--- src/rtl/trigger_out_sync.sv ---
// Serial trigger event encoder: latches event requests and sends each as a 3-bit frame (1, code[1], code[0]).
// Latency: start bit on the first sync tick after the request edge when idle; no backpressure, a repeat of a pending request is merged and flagged on drop.
// Optional TRIGGER_OUT_GAP_EN inserts one forced 0 bit after every frame.
module trigger_out_sync (
    input  logic       clk,
    input  logic       reset,
    input  logic       sync,
    input  logic [3:0] req,
    output logic       dout,
    output logic       busy,
    output logic [3:0] pending,
    output logic       frame_start,
    output logic       drop
);

`ifdef TRIGGER_OUT_GAP_EN
    typedef enum logic [1:0] {IDLE, B1, B0, GAP} state_t;
`else
    typedef enum logic [1:0] {IDLE, B1, B0} state_t;
`endif

    state_t     state;
    logic [1:0] code;
    logic [3:0] win;
    logic [1:0] win_code;
    logic       take;
    logic [3:0] consume;

    // Fixed priority rst > rsr > trg > syn, which is pending[3] down to pending[0].
    always_comb begin
        win      = 4'b0000;
        win_code = 2'b00;
        if (pending[3]) begin
            win      = 4'b1000;
            win_code = 2'b01;
        end else if (pending[2]) begin
            win      = 4'b0100;
            win_code = 2'b11;
        end else if (pending[1]) begin
            win      = 4'b0010;
            win_code = 2'b10;
        end else if (pending[0]) begin
            win      = 4'b0001;
            win_code = 2'b00;
        end
    end

    assign take    = sync && (state == IDLE) && (pending != 4'b0000);
    assign consume = take ? win : 4'b0000;
    assign busy    = (state != IDLE);

    // A request landing on the consuming edge re-arms the bit, so it is not a drop.
    always_ff @(posedge clk or posedge reset) begin
        if (reset) begin
            pending <= 4'b0000;
            drop    <= 1'b0;
        end else begin
            pending <= (pending & ~consume) | req;
            drop    <= |(req & pending & ~consume);
        end
    end

    always_ff @(posedge clk or posedge reset) begin
        if (reset) begin
            state       <= IDLE;
            code        <= 2'b00;
            dout        <= 1'b0;
            frame_start <= 1'b0;
        end else begin
            frame_start <= 1'b0;
            if (sync) begin
                case (state)
                    IDLE: begin
                        if (take) begin
                            dout        <= 1'b1;
                            code        <= win_code;
                            frame_start <= 1'b1;
                            state       <= B1;
                        end else begin
                            dout <= 1'b0;
                        end
                    end
                    B1: begin
                        dout  <= code[1];
                        state <= B0;
                    end
                    B0: begin
                        dout <= code[0];
`ifdef TRIGGER_OUT_GAP_EN
                        state <= GAP;
`else
                        state <= IDLE;
`endif
                    end
`ifdef TRIGGER_OUT_GAP_EN
                    GAP: begin
                        dout  <= 1'b0;
                        state <= IDLE;
                    end
`endif
                    default: begin
                        dout  <= 1'b0;
                        state <= IDLE;
                    end
                endcase
            end
        end
    end

endmodule

--- config.mk ---
export PLATFORM = sky130hd
export DESIGN_NAME = trigger_out_sync
export DESIGN_NICKNAME = d
export VERILOG_FILES = /design/src/rtl/trigger_out_sync.sv
export SDC_FILE = /design/constraint.sdc
export NUM_CORES = 1
export LEC_CHECK = 0
export CAP_MARGIN = 10
export CORE_AREA = 5 5 42 44
export DETAILED_ROUTE_END_ITERATION = 12
export DIE_AREA = 0 0 47 49
export PLACE_DENSITY = 0.71
export SLEW_MARGIN = 5
export SYNTH_ARGS = -nofsm -noshare
export SYNTH_HDL_FRONTEND = slang
export SYNTH_SLANG_ARGS = --single-unit
--- constraint.sdc ---
create_clock -name clk -period 3.4 [get_ports clk]
set_input_delay 0.68 -clock clk [delete_from_list [all_inputs] [get_ports clk]]
set_output_delay 0.68 -clock clk [all_outputs]
set_load 0.005 [all_outputs]
# Word-level counts from Yosys, hierarchy flattened
# Cells that the tools add are included.
[totals]
word_cells = 36
mem_count = 0
register_bits = 11
ramBits = 0
latchBits = 0
rom_bits = 0
out_inout_bits = 8
inputBits = 7
[classes]
addsub = 0
mul = 0
bitwise_logic = 5
muxes = 14
reduce_logical = 8
order_cmp = 0
n_eq_ne = 3
div_mod_pow = 0
n_shift = 0
[op_table]
columns = ["cell", "n"]
rows = [
  ["$and A4 B4 Y4", 3],
  ["$mux W2", 5],
  ["$mux W4", 2],
  ["$mux W1", 4],
  ["$not A4 Y4", 1],
  ["$or A4 B4 Y4", 1],
  ["$pmux W2 S2", 1],
  ["$reduce_bool A4 Y1", 1],
  ["$reduce_or A4 Y1", 1],
  ["$mux W3", 1],
  ["$pmux W1 S3", 1],
  ["$reduce_and A3 Y1", 1],
  ["$eq A2 B1 Y1 const B", 1],
  ["$eq A2 B2 Y1 const B", 1],
  ["$logic_and A1 B1 Y1", 2],
  ["$logic_not A2 Y1", 1],
  ["$ne A2 B2 Y1 const B", 1],
  ["$reduce_and A2 Y1", 1],
  ["$reduce_bool A2 Y1", 1],
]

# Longest topological paths before layout
# Gate-level depths: netlist of the first run.
[logic_depth]
depth_word = 8
ltp_mapped = 4

# Least setup slack after synthesis of the first run
# No wires, ideal clock.
[synth_timing]
path_type = "in2reg"
from = "input port sync"
to = "register drop"
arrival_time_ns = 1.506
path_buffers = 1
slack_ns = 1.762
setup_time_ns = 0.132
stages = 4
cell_sequence = "or3b_1 buf_6 o41ai_4 o211ai_2"
[synth_between]
elab_chain_len = 6
[synth_rtl]
columns = ["item", "line", "text"]
rows = [
  ["start, declared", "7", "input logic sync,"],
  ["$logic_and A1 B1 Y1 (2 in series)", "48", "assign take = sync && (state == IDLE) && (pending != 4'b0000);"],
  ["$mux W4", "49", "assign consume = take ? win : 4'b0000;"],
  ["$not A4 Y4", "59", "drop <= |(req & pending & ~consume);"],
  ["$and A4 B4 Y4", "59", ""],
  ["$reduce_or A4 Y1", "59", ""],
  ["end signal, assigned", "59", ""],
  ["end, declared", "13", "output logic drop"],
]
# Every way passes these cells.
# A chain may end at the register's enable or synchronous reset.

# Final worst setup path of the first run
[layout_timing]
from = "register state[1]"
to = "output port busy"
[layout_between]
elab_chain_len = 1
[layout_rtl]
columns = ["item", "line", "text"]
rows = [
  ["start, declared", "22", "state_t state;"],
  ["start signal, assigned", "65", "state <= IDLE;"],
  ["start signal, assigned", "78", "state <= B1;"],
  ["start signal, assigned", "85", "state <= B0;"],
  ["$reduce_bool A2 Y1", "50", "assign busy = (state != IDLE);"],
  ["end, declared", "10", "output logic busy,"],
]
# Every way passes these cells.

==> results of run 1 <==
==> final timing paths <==
kind / endpoint / slack (ns) / depth (start not counted)
min in group asynchronous: pending[1]$_DFF_PP0_ / 0.69 / 2
max reg2reg: drop$_DFF_PP0_ / 1.86 / 3
min reg2reg: code[1]$_DFFE_PP0P_ / 0.52 / 2
min: code[1]$_DFFE_PP0P_ / 0.52 / 2
max: busy / 1.24 / 2
max in group asynchronous: code[1]$_DFFE_PP0P_ / 2.42 / 2
==> layout by cell type (no fill, tap or decap) <==
master           count
nand3_1              1
a21o_1               1
mux2i_1              1
a32oi_1              1
or4b_1               1
o221ai_1             1
nand2_1              5
o22ai_1              1
o211ai_2             1
clkbuf_1             1
o41ai_2              1
nand2b_1             1
o41ai_4              1
a22o_1               1
or3b_1               1
a31o_2               1
clkdlybuf4s50_1     14
o31ai_1              1
a21o_2               1
inv_1                3
o21ai_0              3
nor4_4               1
dfrtp_1             11
or2_2                1
clkbuf_4             3
and2b_2              1
nor2_1               4
==> state kept, by name, indices dropped and copies added, names as in the netlist <==
| register | cells |
|---|---|
| state | 2 |
| frame_start | 1 |
| dout | 1 |
| drop | 1 |
| pending | 4 |
| code | 2 |
==> routing by layer <==
| metal | track usage, % | vias up | wire length (µm) |
|---|---|---|---|
| met3 | 4.43 | 2 | 80 |
| met2 | 14.5 | 12 | 463 |
| met4 | 6.91 | 0 | 12 |
| li1 | - | 204 | - |
| met1 | 12.2 | 203 | 452 |
| met5 | 0 | - | 0 |
==> tightest hold or removal path, stage by stage (launching register included) <==
cell	delay, ns
dfrtp_1	0.34
o21ai_0	0.09
o41ai_2	0.06
==> synthesized netlist by cell type (all sizes together) <==
library cell	n
a22o	1
nand2	5
o41ai	2
nand3	1
mux2i	1
nand2b	1
a21o	2
and2b	1
or4b	1
dfrtp	11
o221ai	1
or2	1
nor4	1
o21ai	3
a32oi	1
o31ai	1
buf	3
a31o	1
or3b	1
o211ai	1
nor2	4
inv	3
o22ai	1
==> cell families after synthesis <==
family	synth area share, %
flops	49.2
simple gates	17.9
buf+inv	6.71
mux	1.79
compound gates	24.4
==> area by class of cell <==
type	count	area [µm²]	share of cell area, %
timing repair buffer	14	140	19.5
clock buffer	4	26.3	3.65
multi-input combinational	31	246	34.3
inverter	3	11.3	1.57
tap	16	20.0	2.78
sequential	11	275	38.3
==> metrics by stage <==
stage,util [%],cells,cell area (µm²)
3_3_place_gp,49.5,75,693
2_1_floorplan,-,48,559
4_1_cts,51.3,79,719
3_5_place_dp,49.5,75,693
5_1_grt,51.3,79,719
6_report,51.3,79,719
==> where the power goes <==
group          leakage (nW)  total (W)  internal (W)  switching, W
registers             0.121   0.000192      0.000160     0.0000314
clock network        0.0150  0.0000906     0.0000455     0.0000451
logic                 0.185   0.000109     0.0000682     0.0000411
total                 0.321   0.000391      0.000274      0.000118
==> results.sh, run 1 <==
export IMPL_status="finished clean"
export IMPL_start_kind="flip-flop"
export IMPL_fin_setup_tns_ns=0
export IMPL_leakagePower_nw=0.321
export IMPL_first_iter_violations=9
export IMPL_grt_overflow_total=0
export IMPL_netlist_instances=48
export IMPL_die_area_mm2=0.00230
export IMPL_path_buf_inv=1
export IMPL_cap_violations=0
export IMPL_clock_path_buffers=2
export IMPL_grt_start_max_net_pins=12
export IMPL_synth_top_cells_by_area="dfrtp_1 49%, o41ai_4 4.9%, nor4_4 3.8%"
export IMPL_synth_top_area_share_pct=49.2
export IMPL_min_period_over_period_pct=63.5
export IMPL_ys_warn_count=0
export IMPL_cpPeakStageDelay_ns=0.45
export IMPL_arrival_ns=1.48
export IMPL_fin_crit_ns=2.16
export IMPL_ant_nets=0
export IMPL_p_total_w=0.000391
export IMPL_slowest_stage="dfrtp_1"
export IMPL_grt_pass1_vias=370
export IMPL_endpoint_kind="output port"
export IMPL_numPortBuffers=14
export IMPL_cts_resized=0
export IMPL_path_clk_slew_ns=0.07
export IMPL_dp_slack_ns=1.06
export IMPL_fmax_ghz=0.463
export IMPL_area_growth_pct=28.6
export IMPL_track_usage_pct=10.3
export IMPL_hold_path_startpoint="code[1]$_DFFE_PP0P_"
export IMPL_ir_drop_uv=215
export IMPL_hold_buffers=0
export IMPL_rows=14
export IMPL_cts_sinks=11
export IMPL_drive_gt1_share_pct=17.5
export IMPL_post_cts_setup_buffers=0
export IMPL_hpwl_um=712
export IMPL_synth_cell_types=26
export IMPL_drv_slew=0
export IMPL_fill_cells=130
export IMPL_syn_nets=55
export IMPL_antenna_found_initial=0
export IMPL_n_antenna_cell=0
export IMPL_yosys_area_top_type="dfrtp_1"
export IMPL_io_pins=15
export IMPL_htreeDepth=1
export IMPL_finalHoldViolCount=0
export IMPL_worst_pin_slew_ns=0.417
export IMPL_avgSynthCellArea_um2=11.7
export IMPL_initial_core_util_pct=39.9
export IMPL_cts_buffers=3
export IMPL_rsz0062_at_grt="no"
export IMPL_crit_start="state[1]$_DFFE_PP0P_"
export IMPL_syn_cell_area_um2=559
export IMPL_fin_skew_ns=0.00533
export IMPL_wl_um=1010
export IMPL_r2r_start="state[1]$_DFFE_PP0P_"
export IMPL_wl_per_cell_um=12.8
export IMPL_crit_family="flip-flops"
export IMPL_fp_dieW_um=47
export IMPL_fin_worst_hold_slack_ns=0.523
export IMPL_clock_latency_ns=0.27
export IMPL_timing_final_ws_setup_ns=1.24
export IMPL_dr_pass1_iters=4
export IMPL_crit_required_ns=2.72
export IMPL_path_class="reg2out"
export IMPL_nets=71
export IMPL_vias=421
export IMPL_ys_seq_elements=11
export IMPL_fp_coreArea_mm2=0.00140
export IMPL_pwr_density_cell_mw_per_mm2=544
export IMPL_yosysSeqAreaShare_pct=49.2
export IMPL_hold_class="reg2reg"
export IMPL_die_h_um=49
export IMPL_setup_viol_count_final=0
export IMPL_grt_pass1_wl_um=1630
export IMPL_cts_root_buf="clkbuf_4"
export IMPL_viasPerCell=5.33
export IMPL_cts_tree="done"
export IMPL_place_congestion=0.741
export IMPL_max_slew_margin_rel_pct=72.2
export IMPL_drc=0
export IMPL_path_max_fanout=7
export IMPL_cp_cell_sequence="or2_2 > clkdlybuf4s50_1"
Power figures use the tool's default switching activity.
==> inputs of run 2 (changes only) <==
==> constraint.sdc (replaced) <==
create_clock -name clk -period 2.1 [get_ports clk]
set_input_delay 0.42 -clock clk [delete_from_list [all_inputs] [get_ports clk]]
set_output_delay 0.42 -clock clk [all_outputs]
set_load 0.005 [all_outputs]
==> results.sh, run 2 (same netlist as run 1, synthesis figures left out) <==
export IMPL_nets=72
export IMPL_numPortBuffers=14
export IMPL_track_usage_pct=10.8
export IMPL_pwr_share_clk_pct=23.4
export IMPL_r2r_start="state[1]$_DFFE_PP0P_"
export IMPL_grt_start_max_net_pins=12
export IMPL_largest_reg_flops=4
export IMPL_fin_worst_hold_slack_ns=0.430
export IMPL_drv_slew=0
export IMPL_htreeDepth=1
export IMPL_worst_pin_slew_ns=0.408
export IMPL_cp_cell_sequence="or2_2 > clkdlybuf4s50_1"
export IMPL_seq_power_share_pct=48.4
export IMPL_cts_buffers=3
export IMPL_wl_per_cell_um=13.1
export IMPL_r2r_end="code[1]$_DFFE_PP0P_"
export IMPL_path_class="reg2out"
export IMPL_cts_root_buf="clkbuf_4"
export IMPL_place_area_um2=701
export IMPL_dr_pass1_iters=4
export IMPL_hold_buffers=0
export IMPL_grt_pass1_wl_um=1790
export IMPL_viasPerCell=5.13
export IMPL_die_area_mm2=0.00230
export IMPL_die_h_um=49
export IMPL_ir_drop_uv=469
export IMPL_p_sw_share_pct=30.7
export IMPL_drive_gt1_share_pct=18.8
export IMPL_crit_required_ns=1.68
export IMPL_cts_tree="done"
export IMPL_leakagePower_nw=0.325
export IMPL_max_slew_margin_rel_pct=72.8
export IMPL_slowest_stage="dfrtp_1"
export IMPL_status="finished clean"
export IMPL_start_kind="flip-flop"
export IMPL_largestRegisters="pending x4, code x2, state x2"
export IMPL_wl_um=1050
export IMPL_min_period_over_period_pct=90.3
export IMPL_clock_path_buffers=2
export IMPL_post_cts_setup_buffers=0
export IMPL_grt_pass1_vias=399
export IMPL_p_int_w=0.000444
export IMPL_fp_dieW_um=47
export IMPL_n_antenna_cell=0
export IMPL_vias=410
export IMPL_antenna_found_initial=0
export IMPL_io_pins=15
export IMPL_drc=0
export IMPL_final_cell_area_um2=727
export IMPL_final_common_cell="clkdlybuf4s50_1"
export IMPL_path_max_fanout=7
export IMPL_pwr_density_cell_mw_per_mm2=882
export IMPL_fp_coreArea_mm2=0.00140
export IMPL_fin_skew_ns=0.00441
export IMPL_fin_crit_ns=1.90
export IMPL_regMostFlops="pending"
export IMPL_endpoint_kind="output port"
export IMPL_fin_setup_tns_ns=0
export IMPL_final_core_util_pct=51.9
export IMPL_most_common_layout_cells="14 x clkdlybuf4s50_1, 11 x dfrtp_1, 5 x nand2_1"
export IMPL_clock_latency_ns=0.27
export IMPL_area_growth_pct=30.0
export IMPL_first_iter_violations=5
export IMPL_hpwl_um=753
export IMPL_path_buf_inv=1
export IMPL_cap_violations=0
export IMPL_initial_core_util_pct=39.9
export IMPL_setup_viol_count_final=0
export IMPL_combPwrFrac_pct=28.3
export IMPL_rsz0062_at_grt="no"
export IMPL_cts_resized=0
export IMPL_power_switching_w=0.000197
export IMPL_rows=14
export IMPL_path_clk_slew_ns=0.08
export IMPL_cts_sinks=11
export IMPL_reg2reg_depth=3
export IMPL_arrival_ns=1.48
export IMPL_grt_overflow_total=0
export IMPL_hold_class="in2async"
export IMPL_cpPeakStageDelay_ns=0.45
export IMPL_finalHoldViolCount=0
export IMPL_place_congestion=0.722
export IMPL_r2r_slack_ns=0.55
export IMPL_crit_family="flip-flops"
export IMPL_ant_nets=0
export IMPL_fmax_ghz=0.528
==> run 2: cell types whose count changed in the layout (fill, tap and decap cells not counted), sizes merged <==
cell  previous run  this run
buf              0         1
==> run 2: how the worst max path moves through the flow <==
stage	from	to	slack, ns	depth (start not counted)
final	state[1]$_DFFE_PP0P_	busy	0.20	2
after global routing	state[1]$_DFFE_PP0P_	busy	0.15	2
after CTS	state[1]$_DFFE_PP0P_	busy	0.19	2
after detailed placement	sync	drop$_DFF_PP0_	0.09	4
after global placement	sync	drop$_DFF_PP0_	0.12	4
after floorplan	pending[3]$_DFF_PP0_	drop$_DFF_PP0_	0.67	4
==> run 2: layer usage <==
layer | vias up | GRT usage (%) | part of all wire (%)
li1 | 205 | - | -
met1 | 197 | 14.2 | 49
met2 | 6 | 14.9 | 46
met3 | 2 | 4.43 | 4.0
met4 | 0 | 5.53 | 1.1
met5 | - | 0 | 0
==> run 2: through the flow <==
| stage | worst slack [ns] | total power, W | instances |
|---|---|---|---|
| after floorplan | 0.668 | 0.000421 | 48 |
| after global placement | 0.117 | 0.000492 | 76 |
| after detailed placement | 0.0918 | 0.000496 | 76 |
| after CTS | 0.192 | 0.000645 | 80 |
| after global routing | 0.155 | 0.000687 | 80 |
| final | 0.204 | 0.000641 | 80 |
==> run 2: power groups by stage <==
stage               logic, W  clock network (W)  registers [W]
detailed placement  0.000183                  0       0.000313
floorplan           0.000128                  0       0.000294
global placement    0.000180                  0       0.000312
global route        0.000201           0.000168       0.000319
finish              0.000181           0.000150       0.000310
CTS                 0.000184           0.000152       0.000309
==> run 2: cell type report <==
type | instances | area (µm²)
clock buffer | 4 | 26.3
fill | 138 | 674
inverter | 3 | 11.3
multi-input combinational | 31 | 246
sequential | 11 | 275
tap | 16 | 20.0
timing repair buffer | 15 | 148
==> run 2: worst reg2reg max path, stage by stage, from the launching register on <==
cell and delay [ns]:
dfrtp_1 0.45, or3b_1 0.58, o21ai_0 0.28, o41ai_2 0.11
==> inputs of run 3 (changes only) <==
--- a/config.mk
+++ b/config.mk
@@ -6,10 +6,12 @@
 export NUM_CORES = 1
 export LEC_CHECK = 0
 export CAP_MARGIN = 10
-export CORE_AREA = 5 5 42 44
+export CELL_PAD_IN_SITES_DETAIL_PLACEMENT = 0
+export CELL_PAD_IN_SITES_GLOBAL_PLACEMENT = 1
+export CORE_MARGIN = 5
+export CORE_UTILIZATION = 37
 export DETAILED_ROUTE_END_ITERATION = 12
-export DIE_AREA = 0 0 47 49
-export PLACE_DENSITY = 0.71
+export PLACE_DENSITY_LB_ADDON = 0.1
 export SLEW_MARGIN = 5
 export SYNTH_ARGS = -nofsm -noshare
 export SYNTH_HDL_FRONTEND = slang
==> constraint.sdc (replaced) <==
create_clock -name clk -period 2.2 [get_ports clk]
set_input_delay 0.44 -clock clk [delete_from_list [all_inputs] [get_ports clk]]
set_output_delay 0.44 -clock clk [all_outputs]
set_load 0.005 [all_outputs]
==> results.sh, run 3 (same netlist as run 1, synthesis figures left out) <==
export IMPL_rows=14
export IMPL_grt_overflow_total=0
export IMPL_place_congestion=0.661
export IMPL_wl_um=1080
export IMPL_path_clk_slew_ns=0.07
export IMPL_die_area_mm2=0.00239
export IMPL_cts_tree="done"
export IMPL_clock_latency_ns=0.27
export IMPL_pwr_density_cell_mw_per_mm2=835
export IMPL_crit_family="flip-flops"
export IMPL_clock_path_buffers=2
export IMPL_slowest_stage="dfrtp_1"
export IMPL_drc=0
export IMPL_fp_dieW_um=48.9
export IMPL_fill_cells=145
export IMPL_hold_class="in2async"
export IMPL_hold_buffers=0
export IMPL_final_common_cell="clkdlybuf4s50_1"
export IMPL_leakagePower_nw=0.325
export IMPL_dp_slack_ns=0.186
export IMPL_endpoint_kind="output port"
export IMPL_fmax_ghz=0.524
export IMPL_grt_pass1_wl_um=1850
export IMPL_cp_cell_sequence="or2_2 > clkdlybuf4s50_1"
export IMPL_min_period_over_period_pct=86.7
export IMPL_initial_core_util_pct=38.0
export IMPL_area_growth_pct=30.0
export IMPL_pwr_share_clk_pct=23.4
export IMPL_hpwl_um=800
export IMPL_timing_final_ws_setup_ns=0.292
export IMPL_rsz0062_at_grt="no"
export IMPL_antenna_found_initial=0
export IMPL_fin_skew_ns=0.000596
export IMPL_largestRegisters="pending x4, code x2, state x2"
export IMPL_nets=72
export IMPL_drive_gt1_share_pct=18.8
export IMPL_io_pins=15
export IMPL_drv_slew=0
export IMPL_power_switching_w=0.000183
export IMPL_finalHoldViolCount=0
export IMPL_ant_nets=0
export IMPL_htreeDepth=1
export IMPL_arrival_ns=1.47
export IMPL_fp_coreArea_mm2=0.00147
export IMPL_post_cts_setup_buffers=0
export IMPL_place_area_um2=701
export IMPL_path_class="reg2out"
export IMPL_first_iter_violations=1
export IMPL_cts_buffers=3
export IMPL_cts_resized=0
export IMPL_grt_start_max_net_pins=12
export IMPL_viasPerCell=5.28
export IMPL_vias=422
export IMPL_crit_required_ns=1.76
export IMPL_track_usage_pct=9.97
export IMPL_seq_power_share_pct=48.5
export IMPL_max_slew_margin_rel_pct=71.8
export IMPL_grt_pass1_vias=378
export IMPL_fin_setup_tns_ns=0
export IMPL_path_buf_inv=1
export IMPL_p_int_w=0.000424
export IMPL_regMostFlops="pending"
export IMPL_status="finished clean"
export IMPL_most_common_layout_cells="14 x clkdlybuf4s50_1, 11 x dfrtp_1, 5 x nand2_1"
export IMPL_combPwrFrac_pct=28.0
export IMPL_path_max_fanout=7
export IMPL_worst_pin_slew_ns=0.423
export IMPL_ir_drop_uv=313
export IMPL_die_h_um=48.9
export IMPL_cts_sinks=11
export IMPL_setup_viol_count_final=0
export IMPL_dr_pass1_iters=2
export IMPL_start_kind="flip-flop"
export IMPL_wl_per_cell_um=13.5
export IMPL_fin_crit_ns=1.91
export IMPL_cap_violations=0
export IMPL_final_cell_area_um2=727
export IMPL_n_antenna_cell=0
export IMPL_numPortBuffers=14
export IMPL_cpPeakStageDelay_ns=0.44
export IMPL_p_sw_share_pct=30.1
export IMPL_largest_reg_flops=4
export IMPL_cts_root_buf="clkbuf_4"
-- run 3: final cells by class --
class,instances,area (µm²),share of cell area [%]
Clock buffer,4,26.3,3.61
Inverter,3,11.3,1.55
Multi-Input combinational cell,31,246,33.9
Sequential cell,11,275,37.9
Tap cell,16,20.0,2.75
Timing Repair Buffer,15,148,20.3
-- run 3: power by group through the flow --
stage | sequential [W] | combinational, W | clock [W]
2_1_floorplan | 0.000281 | 0.000122 | 0
3_3_place_gp | 0.000301 | 0.000174 | 0
3_5_place_dp | 0.000300 | 0.000174 | 0
4_1_cts | 0.000296 | 0.000174 | 0.000146
5_1_grt | 0.000305 | 0.000188 | 0.000157
6_report | 0.000295 | 0.000170 | 0.000142
-- run 3: worst paths after layout --
kind | slack, ns | startpoint | end | cells past startpoint
setup / recovery | 0.29 | state[1]$_DFFE_PP0P_ | busy | 2
hold / removal | 0.46 | reset | pending[2]$_DFF_PP0_ | 2
setup reg to reg | 0.65 | pending[3]$_DFF_PP0_ | drop$_DFF_PP0_ | 3
hold reg to reg | 0.51 | code[0]$_DFFE_PP0P_ | code[0]$_DFFE_PP0P_ | 2
max in group asynchronous | 1.45 | reset | pending[3]$_DFF_PP0_ | 2
min in group clk | 0.51 | code[0]$_DFFE_PP0P_ | code[0]$_DFFE_PP0P_ | 2
-- run 3: layer usage --
layer | vias up | share of wire [%] | GRT usage (%)
li1 | 206 | - | -
met1 | 199 | 46 | 13.7
met2 | 13 | 45 | 12.8
met3 | 4 | 6.6 | 3.36
met4 | 0 | 2.2 | 6.73
met5 | - | 0 | 0
-- run 3: stage by stage --
stage / power [W] / util (%) / hold slack [ns] / cells
after floorplan: 0.000402 / - / 0.292 / 48
after global placement: 0.000476 / 47.6 / 0.516 / 76
after detailed placement: 0.000474 / 47.6 / 0.494 / 76
after CTS: 0.000616 / 49.4 / 0.486 / 80
after global routing: 0.000651 / 49.4 / 0.507 / 80
final: 0.000607 / 49.4 / 0.460 / 80
